`src/rtl/spi_slave_regfile.sv`:
```
// SPI responder with a small register file: a command byte (R/W + address) then a data byte.
// All SPI pins are oversampled in the clk domain; every action happens one clk after edge detection.
module spi_slave_regfile #(
    parameter int unsigned SPI_MODE = 1,
    parameter int unsigned SPI_TRF_BIT = 8,
    parameter int unsigned NUM_REGS = 16,
    parameter logic [SPI_TRF_BIT-1:0] STATUS_BYTE = 8'hA5
) (
    input  logic                        clk_i,
    input  logic                        rst_ni,
    input  logic                        sclk_i,
    input  logic                        cs_n_i,
    input  logic                        mosi_i,
    output logic                        miso_o,
    output logic                        miso_oe_o,
    output logic                        wr_valid_o,
    output logic [$clog2(NUM_REGS)-1:0] wr_addr_o,
    output logic [SPI_TRF_BIT-1:0]      wr_data_o,
    output logic                        rd_valid_o,
    output logic                        addr_err_o,
    output logic                        frame_err_o,
    input  logic [$clog2(NUM_REGS)-1:0] loc_addr_i,
    output logic [SPI_TRF_BIT-1:0]      loc_rdata_o
);
    localparam int unsigned AW = $clog2(NUM_REGS);
    localparam int unsigned CW = $clog2(SPI_TRF_BIT);
    localparam bit Cpol = SPI_MODE[1];
    localparam bit Cpha = SPI_MODE[0];
    localparam bit SampleRise = (Cpol == Cpha);

    typedef enum logic [1:0] {StIdle, StCmd, StData, StHold} state_e;
    state_e state_q, state_d;

    logic sclk_q1, sclk_q2, sclk_prev_q;
    logic cs_q1, cs_q2, cs_prev_q;
    logic mosi_q1, mosi_q2;
    logic [1:0] settle_q;

    logic [CW-1:0] bit_cnt_q;
    logic [SPI_TRF_BIT-1:0] rx_shift_q, tx_shift_q, cmd_q;
    logic miso_q, skip_q;
    logic [SPI_TRF_BIT-1:0] regs_q [NUM_REGS];

    logic wr_valid_d, rd_valid_d, addr_err_d, frame_err_d;
    logic wr_valid_q, rd_valid_q, addr_err_q, frame_err_q;
    logic [AW-1:0] wr_addr_q;
    logic [SPI_TRF_BIT-1:0] wr_data_q;

    logic sclk_rise, sclk_fall, sample_edge, shift_edge, cs_fall, sync_ok, byte_done;
    logic in_frame, rx_in_range, cmd_in_range;
    logic [SPI_TRF_BIT-1:0] rx_byte, load_byte;
    logic [SPI_TRF_BIT-2:0] rx_addr;

    always_comb begin
        sync_ok      = (settle_q == 2'd3);
        sclk_rise    = sclk_q2 & ~sclk_prev_q;
        sclk_fall    = ~sclk_q2 & sclk_prev_q;
        sample_edge  = SampleRise ? sclk_rise : sclk_fall;
        shift_edge   = SampleRise ? sclk_fall : sclk_rise;
        // Ignore the artificial cs_n fall seen while the chain refills after reset.
        cs_fall      = sync_ok & cs_prev_q & ~cs_q2;
        byte_done    = sample_edge && (bit_cnt_q == CW'(SPI_TRF_BIT - 1));
        rx_byte      = {rx_shift_q[SPI_TRF_BIT-2:0], mosi_q2};
        rx_addr      = rx_byte[SPI_TRF_BIT-2:0];
        rx_in_range  = (rx_addr >> AW) == '0;
        cmd_in_range = (cmd_q[SPI_TRF_BIT-2:0] >> AW) == '0;
        load_byte    = rx_byte[SPI_TRF_BIT-1] ? '0 :
                       (rx_in_range ? regs_q[rx_addr[AW-1:0]] : '1);
        in_frame     = (state_q == StCmd) || (state_q == StData);
    end

    always_ff @(posedge clk_i) begin
        if (!rst_ni) begin
            state_q <= StIdle;
        end else begin
            state_q <= state_d;
        end
    end

    always_comb begin
        state_d = state_q;
        unique case (state_q)
            StIdle:  if (cs_fall) state_d = StCmd;
            StCmd:   if (cs_q2) state_d = StIdle; else if (byte_done) state_d = StData;
            StData:  if (cs_q2) state_d = StIdle; else if (byte_done) state_d = StHold;
            StHold:  if (cs_q2) state_d = StIdle;
            default: state_d = StIdle;
        endcase
    end

    always_comb begin
        wr_valid_d  = 1'b0;
        rd_valid_d  = 1'b0;
        addr_err_d  = 1'b0;
        frame_err_d = 1'b0;
        if (in_frame && cs_q2) begin
            frame_err_d = 1'b1;
        end else if (state_q == StData && byte_done) begin
            if (cmd_q[SPI_TRF_BIT-1]) begin
                wr_valid_d = cmd_in_range;
                addr_err_d = !cmd_in_range;
            end else begin
                rd_valid_d = 1'b1;
                addr_err_d = !cmd_in_range;
            end
        end
        miso_o = in_frame && !cs_q2 && (Cpha ? miso_q : tx_shift_q[SPI_TRF_BIT-1]);
    end

    always_ff @(posedge clk_i) begin
        if (!rst_ni) begin
            sclk_q1     <= Cpol;
            sclk_q2     <= Cpol;
            sclk_prev_q <= Cpol;
            cs_q1       <= 1'b1;
            cs_q2       <= 1'b1;
            cs_prev_q   <= 1'b1;
            mosi_q1     <= 1'b0;
            mosi_q2     <= 1'b0;
            settle_q    <= 2'd0;
        end else begin
            sclk_q1     <= sclk_i;
            sclk_q2     <= sclk_q1;
            sclk_prev_q <= sclk_q2;
            cs_q1       <= cs_n_i;
            cs_q2       <= cs_q1;
            cs_prev_q   <= cs_q2;
            mosi_q1     <= mosi_i;
            mosi_q2     <= mosi_q1;
            if (!sync_ok) settle_q <= settle_q + 2'd1;
        end
    end

    always_ff @(posedge clk_i) begin
        if (!rst_ni) begin
            bit_cnt_q   <= '0;
            rx_shift_q  <= '0;
            tx_shift_q  <= '0;
            cmd_q       <= '0;
            miso_q      <= 1'b0;
            skip_q      <= 1'b0;
            regs_q      <= '{default: '0};
            wr_valid_q  <= 1'b0;
            rd_valid_q  <= 1'b0;
            addr_err_q  <= 1'b0;
            frame_err_q <= 1'b0;
            wr_addr_q   <= '0;
            wr_data_q   <= '0;
        end else begin
            wr_valid_q  <= wr_valid_d;
            rd_valid_q  <= rd_valid_d;
            addr_err_q  <= addr_err_d;
            frame_err_q <= frame_err_d;
            if (wr_valid_d) begin
                regs_q[cmd_q[AW-1:0]] <= rx_byte;
                wr_addr_q <= cmd_q[AW-1:0];
                wr_data_q <= rx_byte;
            end
            if (state_q == StIdle) begin
                if (cs_fall) begin
                    bit_cnt_q  <= '0;
                    tx_shift_q <= STATUS_BYTE;
                    miso_q     <= 1'b0;
                    skip_q     <= 1'b0;
                end
            end else if (in_frame) begin
                if (sample_edge) begin
                    rx_shift_q <= rx_byte;
                    bit_cnt_q  <= byte_done ? '0 : bit_cnt_q + 1'b1;
                    if (byte_done && state_q == StCmd) begin
                        cmd_q      <= rx_byte;
                        tx_shift_q <= load_byte;
                        // CPHA=0 already presents the loaded MSB, so the next shift is swallowed.
                        skip_q     <= !Cpha;
                    end
                end else if (shift_edge) begin
                    if (skip_q) begin
                        skip_q <= 1'b0;
                    end else begin
                        miso_q     <= tx_shift_q[SPI_TRF_BIT-1];
                        tx_shift_q <= tx_shift_q << 1;
                    end
                end
            end
        end
    end

    assign miso_oe_o   = ~cs_q2;
    assign wr_valid_o  = wr_valid_q;
    assign wr_addr_o   = wr_addr_q;
    assign wr_data_o   = wr_data_q;
    assign rd_valid_o  = rd_valid_q;
    assign addr_err_o  = addr_err_q;
    assign frame_err_o = frame_err_q;
    assign loc_rdata_o = regs_q[loc_addr_i];

endmodule

```
`config.mk`:
```
export PLATFORM = sky130hd
export DESIGN_NAME = spi_slave_regfile
export DESIGN_NICKNAME = d
export VERILOG_FILES = /design/src/rtl/spi_slave_regfile.sv
export SDC_FILE = /design/constraint.sdc
export NUM_CORES = 1
export LEC_CHECK = 0
export ABC_AREA = 1
export ABC_CLOCK_PERIOD_IN_PS = 2400
export BUFFER_PORTS_ARGS = -buffer_cell sky130_fd_sc_hd__buf_4
export CORE_MARGIN = 2
export CORE_UTILIZATION = 50
export DETAILED_ROUTE_END_ITERATION = 8
export PLACE_DENSITY_LB_ADDON = 0.3
export SLEW_MARGIN = 5
export SYNTH_ARGS = -nofsm -noshare
export SYNTH_HDL_FRONTEND = slang
export SYNTH_SLANG_ARGS = --single-unit
export TNS_END_PERCENT = 20
```
`constraint.sdc`:
```
create_clock -name clk_i -period 2.4 [get_ports clk_i]
set_input_delay 0.12 -clock clk_i [delete_from_list [all_inputs] [get_ports clk_i]]
set_output_delay 0.12 -clock clk_i [all_outputs]
set_load 0.02 [all_outputs]
```
==> Word-level counts from Yosys, hierarchy flattened <==
Index checks and enable logic that the tools add are counted.
{ "classes": {"n_addsub": 2, "magnitude_cmp": 4, "n_eq_ne": 13, "muxes": 46, "bitwise": 13, "reduce_logical": 25} }
{ "ops": {"columns": ["cell", "count"], "rows": [
  ["128-bit bitwise mux", 1],
  ["8-bit two-way mux", 14],
  ["8-bit binary-select mux with 4-bit select", 2],
  ["8-bit demux with 4-bit select", 1],
  ["1-bit two-way mux", 16],
  ["5-bit >= comparator (second input constant)", 3],
  ["3-bit two-way mux", 5],
  ["4-bit NOT with 5-bit output", 3],
  ["7-bit zero test", 2],
  ["2-bit two-way mux", 6],
  ["4-bit AND reduction", 3],
  ["5-bit AND reduction", 2],
  ["2-bit case mux with 4 select lines", 1],
  ["1-bit logical AND", 7],
  ["2-bit equality test (second input constant)", 3],
  ["3-bit by 1-bit inequality test with 1-bit output (second input constant)", 2],
  ["3-bit inequality test (second input constant)", 2],
  ["1-bit NOT", 6],
  ["3-bit AND reduction", 2],
  ["2-bit nonzero test", 3],
  ["5-bit by 1-bit < comparator with 1-bit output (second input constant)", 1],
  ["1-bit bitwise AND", 4],
  ["2-bit by 1-bit inequality test with 1-bit output (second input constant)", 2],
  ["2-bit inequality test (second input constant)", 2],
  ["other kinds (9)", 10]
]} }
{ "word_totals": {"register_bits": 184, "inputBits": 9, "output_inout_bits": 26, "wordCells": 141} }

==> Depth between registers and ports, before layout <==
{ "logic_depth": {"depth_word": 10, "depth_mapped": 11, "mapped_depth_nobuf": 10} }

==> Least setup slack after synthesis <==
No wires, ideal clock.
{ "synth_path": {"kind": "register to register", "startpoint": "reg state_q[0]", "endpoint": "reg regs_q[62] (netlist name)", "setup_time_ps": 116, "arrival_ps": 1801, "required_time_ps": 2284, "path_slack_ps": 482, "path_stages_with_launch": 12, "path_buffers": 1, "period_less_slack_ps": 1918, "cell_sequence": "dfxtp_1 > inv_1 > ha_1 > nand2_1 > nand2_1 > nor2_2 > nand2_4 > nor3_4 > nand2_1 > buf_6 > o21ai_1 > a21oi_1"} }
{ "synth_via": {"elab_chain_cells": 4, "elab_cells_between_ends": 7, "classes_between": "eq/ne: 2; mux: 2; reduce/logical: 3"} }
{ "synth_rtl": {"columns": ["element", "line", "source"], "rows": [
  ["start, declared", "32", "state_e state_q, state_d;"],
  ["start signal, assigned", "74", "state_q <= StIdle;"],
  ["start signal, assigned", "76", "state_q <= state_d;"],
  ["2-bit equality test or 2-bit by 1-bit equality test with 1-bit output (tied branches)", "69, 98", null],
  ["1-bit logical AND or 1-bit logical OR (tied branches)", "98, 69", null],
  ["1-bit two-way mux or 1-bit logical AND (tied branches)", "98, 96", null],
  ["1-bit two-way mux (*)", "96", "if (in_frame && cs_q2) begin"],
  ["end signal, assigned by index", "155", "regs_q[cmd_q[AW-1:0]] <= rx_byte;"],
  ["end, declared", "42", "logic [SPI_TRF_BIT-1:0] regs_q [NUM_REGS];"]
]} }
Every way passes the cells marked *; elsewhere a longest branch is shown, timed or not.
A chain may end at the register's enable or synchronous reset.

==> Worst setup path in the final report <==
{ "layout_path": {"startpoint": "reg state_q[0]", "endpoint": "reg regs_q[68] (netlist name)"} }
The elaborated chain is that of the path after synthesis.

==> metrics.md <==
| Metric | Value |
|---|---|
| Status | finished, final reports clean |
| Max Cap Violations | 0 |
| Seq/Total Area, Yosys | 40.4% |
| Via Count | 8661 |
| Fraction of layout cells with a size suffix above 1 | 9.43% |
| Combinational Power Share | 14.2% |
| Setup bufs post-CTS | 0 |
| Die area | 19200 µm² |
| RD Place Congestion | 0.905 |
| Most used cell, CP | nand2_1 |
| Met1 Usage GRT | 35.3% |
| Largest net degree at the start of global routing | 79 |
| Synth Register Bits | 183 |
| CP max stage delay | 0.39 ns |
| Setup Viol. Count Final | 0 |
| Worst-margin pin slew | 0.999 ns |
| Flop pwr share | 47.5% |
| Critical path class | reg -> reg |
| Final period util | 93.6% |
| Post-DRT Antenna Nets | 0 |
| Tot GR Track Use | 27.0% |
| Yosys warns | 0 |
| Mapped Area | 9080 µm² |
| Critical path cell sequence | inv_1 -> ha_1 -> nand2_1 -> nand2_1 -> nor2_2 -> nand2_4 -> nor3_4 -> nand2_2 -> o21ai_0 -> a21oi_1 |
| Die W | 139 µm |
| Cell leakage power | 3.86 nW |
| P&R area growth vs syn | 10.6% |
| TritonCTS buffer count | 17 |
| GR met3 Demand/Resource | 6.28% |
| Clock buffer depth | 2 |
| RSZ-0062 raised after global routing | true |
| DRT Wirelength | 26000 µm |
| Switch Pwr | 1.92 mW |
| Hold Crit Class | in -> reg |
| Clk Tree Root Cell | clkbuf_16 |
| Reg2Reg Capture Point | regs_q[68] |
| Input/output buffers | 34 |
| Peak VDD IR | 0.522 mV |
| Worst setup endpoint | regs_q[68] |
| Required @ worst endpoint | 2.71 ns |
| Tmin final | 2.25 ns |
| First DRT Iteration DRCs | 779 |
| CTS tree | built |
| Fin. Hold Viols | 0 |
| R2r setup slk | 0.15 ns |
| First-pass GRT wire length | 42000 µm |
| Clock Latency Late Sink | 0.43 ns |
| Most used routing layer | met2 |
| Initial DRT Pass Iterations | 6 |
| Switching share of power | 28.7% |
| Syn avg cell area | 6.98 µm² |
| Slowest cell on crit path | dfxtp_1 |
| Max Freq | 445 MHz |
| Ant diodes | 0 |
| Initial Utilization | 50.7% |
| Via density | 5.65 |
| Critical path peak fanout | 16 |
| Slew HR | 32.9% |
| Internal power | 4.78 mW |
| Pwr dens | 668 nW/µm² |
| Critical path endpoint category | register |
| Chip Height | 139 µm |
| Drt wl/cell | 17.0 µm |
| Initial antenna violation count | 0 |
| Syn Inst Count | 1301 |
| Cell total after placement | 1499 |
| IO Pins | 35 |
| Synth unique cells | 29 |
| Core Footprint | 17900 µm² |
| Startpoint types | register |
| Worst setup path startpoint | state_q[0] |
| Reg clk slew, reported paths | 0.07 ns |
| Depth of the most critical reg-to-reg path | 10 |
| Nets | 1311 |
| Reg-to-reg startpoint | state_q[0] |
| Overall power | 6.70 mW |
| DP HPWL | 16700 µm |
| Clk pwr share | 38.3% |
| GR Overflow Total | 0 |
| Vias in the first global route | 8133 |
| Final Non-Filler Cells | 1533 |
| Skew final | 0.00757 ns |
| H-tree levels | 4 |
| # rows | 49 |
| Final core occ | 56.1% |
| Clock Sinks | 183 |
| Detailed-route DRC error count | 0 |
| Max-slew violation count | 0 |
| Met2 usage | 43.3% |
| Syn_nets | 1320 |
| Critical Path AT | 2.56 ns |
-- worst max-delay path, delay by kind of cell (launching register included) --
family	cells	cell delay [ns]
adders and majority gates	1	0.33
DFF	1	0.39
buffers and inverters	1	0.10
and+or+nand+nor	6	0.99
AOI/OAI and AO/OA	2	0.30
-- per-layer routing --
layer | part of all wire [%] | up-vias
met3 | 7.7 | 46
met4 | 2.5 | 0
met5 | 0 | -
met1 | 45 | 3929
met2 | 45 | 335
li1 | - | 4351
-- sequential cells by signal, indices dropped and copies added (netlist names), 2 cells and up --
name and count:
wr_data_o 8, bit_cnt_q 3, cmd_q 8, regs_q 128, wr_addr_o 4, settle_q 2, tx_shift_q 8, state_q 2
rx_shift_q 7
-- placed cells by master, fill, tap and decap left out --
cell           netlist  routed
a211oi_1             5       5
a21oi_1            276     276
a31oi_1              3       3
buf_12               0       6
buf_4                0      66
clkbuf_1            68       2
clkbuf_16            0      17
clkinv_1             4       4
clkinv_2             0       3
clkinv_4             0       1
clkinvlp_4           0       1
dfxtp_1            183     181
dfxtp_2              0       1
dfxtp_4              0       1
dlygate4sd3_1        0       3
ha_1                10      10
inv_1              165     165
inv_2                1       1
inv_6                0       7
nand2_1            141     137
nand2_2              6       8
nand2_4              1       3
nand3_1             71      71
nand3b_1             1       1
nor2_1              31      31
nor2_2               1       1
nor3_1               6       6
nor3_4               4       4
nor4b_4              1       1
o2111ai_1            1       1
o21ai_0            262     261
o21ai_1              6       7
o221ai_1            15      15
o22ai_1              1       1
or2_2                2       2
xor2_1               1       1
-- final cells by class --
cell class              instances  area (µm²)
clock buffers                  19         433
repair buffers                 75         646
clock inverters                12        92.6
flip-flops and latches        183        3670
well taps                     229         287
fillers                      1733        7860
multi-input cells             845        4270
inverters                     170         638
-- worst min-delay path by stage --
stage,start,to,slack [ns],cells after the start
after floorplan,mosi_i,mosi_q1,0.22,2
after global placement,sclk_i,sclk_q1,0.30,3
after detailed placement,sclk_i,sclk_q1,0.30,3
after CTS,rst_ni,sclk_q1,0.1,3
after global routing,rst_ni,mosi_q2,0.12,3
final,rst_ni,sclk_q1,0.10,3
-- cell families (layout without fill, tap and decap cells) --
group | count (synthesis) | in the layout | synth area share [%]
flops | 183 | 183 | 40.4
compound gates | 569 | 569 | 32.2
simple gates | 265 | 265 | 13.2
buf+inv | 273 | 276 | 12.8
xor+xnor | 1 | 1 | 0.0965
fa+ha+maj | 10 | 10 | 1.38
-- repair_timing --
| item | CTS | global route |
|---|---|---|
| endpoints found under the setup margin | 0 | 39 |
| gates resized for setup | 0 | 7 |
| endpoints found under the hold margin | 3 | 0 |
| hold buffers | 3 | 0 |
-- Yosys cell counts --
cell type | number | area, µm²
a31oi_1 | 3 | 18.8
or2_2 | 2 | 12.5
nand3_1 | 71 | 355
o2111ai_1 | 1 | 8.76
inv_2 | 1 | 3.75
o21ai_0 | 262 | 1310
nor2_1 | 31 | 116
a21oi_1 | 276 | 1380
buf_2 | 17 | 85.1
o21ai_1 | 6 | 30.0
ha_1 | 10 | 125
nor3_4 | 4 | 65.1
nand2_1 | 141 | 529
nor4b_4 | 1 | 23.8
clkbuf_1 | 68 | 255
o221ai_1 | 15 | 131
buf_6 | 15 | 169
a211oi_1 | 5 | 37.5
nand2_2 | 6 | 37.5
inv_1 | 165 | 619
clkinv_1 | 4 | 15.0
xor2_1 | 1 | 8.76
buf_1 | 3 | 11.3
nand3b_1 | 1 | 7.51
dfxtp_1 | 183 | 3660
nor2_2 | 1 | 6.26
nor3_1 | 6 | 30.0
nand2_4 | 1 | 11.3
o22ai_1 | 1 | 6.26
-- stage by stage --
| stage | hold WS (ns) | setup slack [ns] | setup TNS, ns | area (µm²) |
|---|---|---|---|---|
| floorplan | 0.218 | 0.482 | 0 | 9080 |
| global route | 0.122 | -0.0513 | -0.204 | 10000 |
| CTS | 0.0975 | 0.0847 | 0 | 10000 |
| finish | 0.105 | 0.152 | 0 | 10000 |
| global placement | 0.303 | 0.223 | 0 | 9460 |
| detailed placement | 0.304 | 0.102 | 0 | 9460 |
-- power by group through the flow --
stage / registers (mW) / clock network, mW / logic [mW]
after floorplan: 3.23 / 0 / 0.656
after global placement: 3.25 / 0 / 0.913
after detailed placement: 3.25 / 0 / 0.932
after CTS: 3.18 / 2.61 / 0.939
after global routing: 3.19 / 2.73 / 1.06
final: 3.18 / 2.57 / 0.953
(Power assumes the default switching activity.)
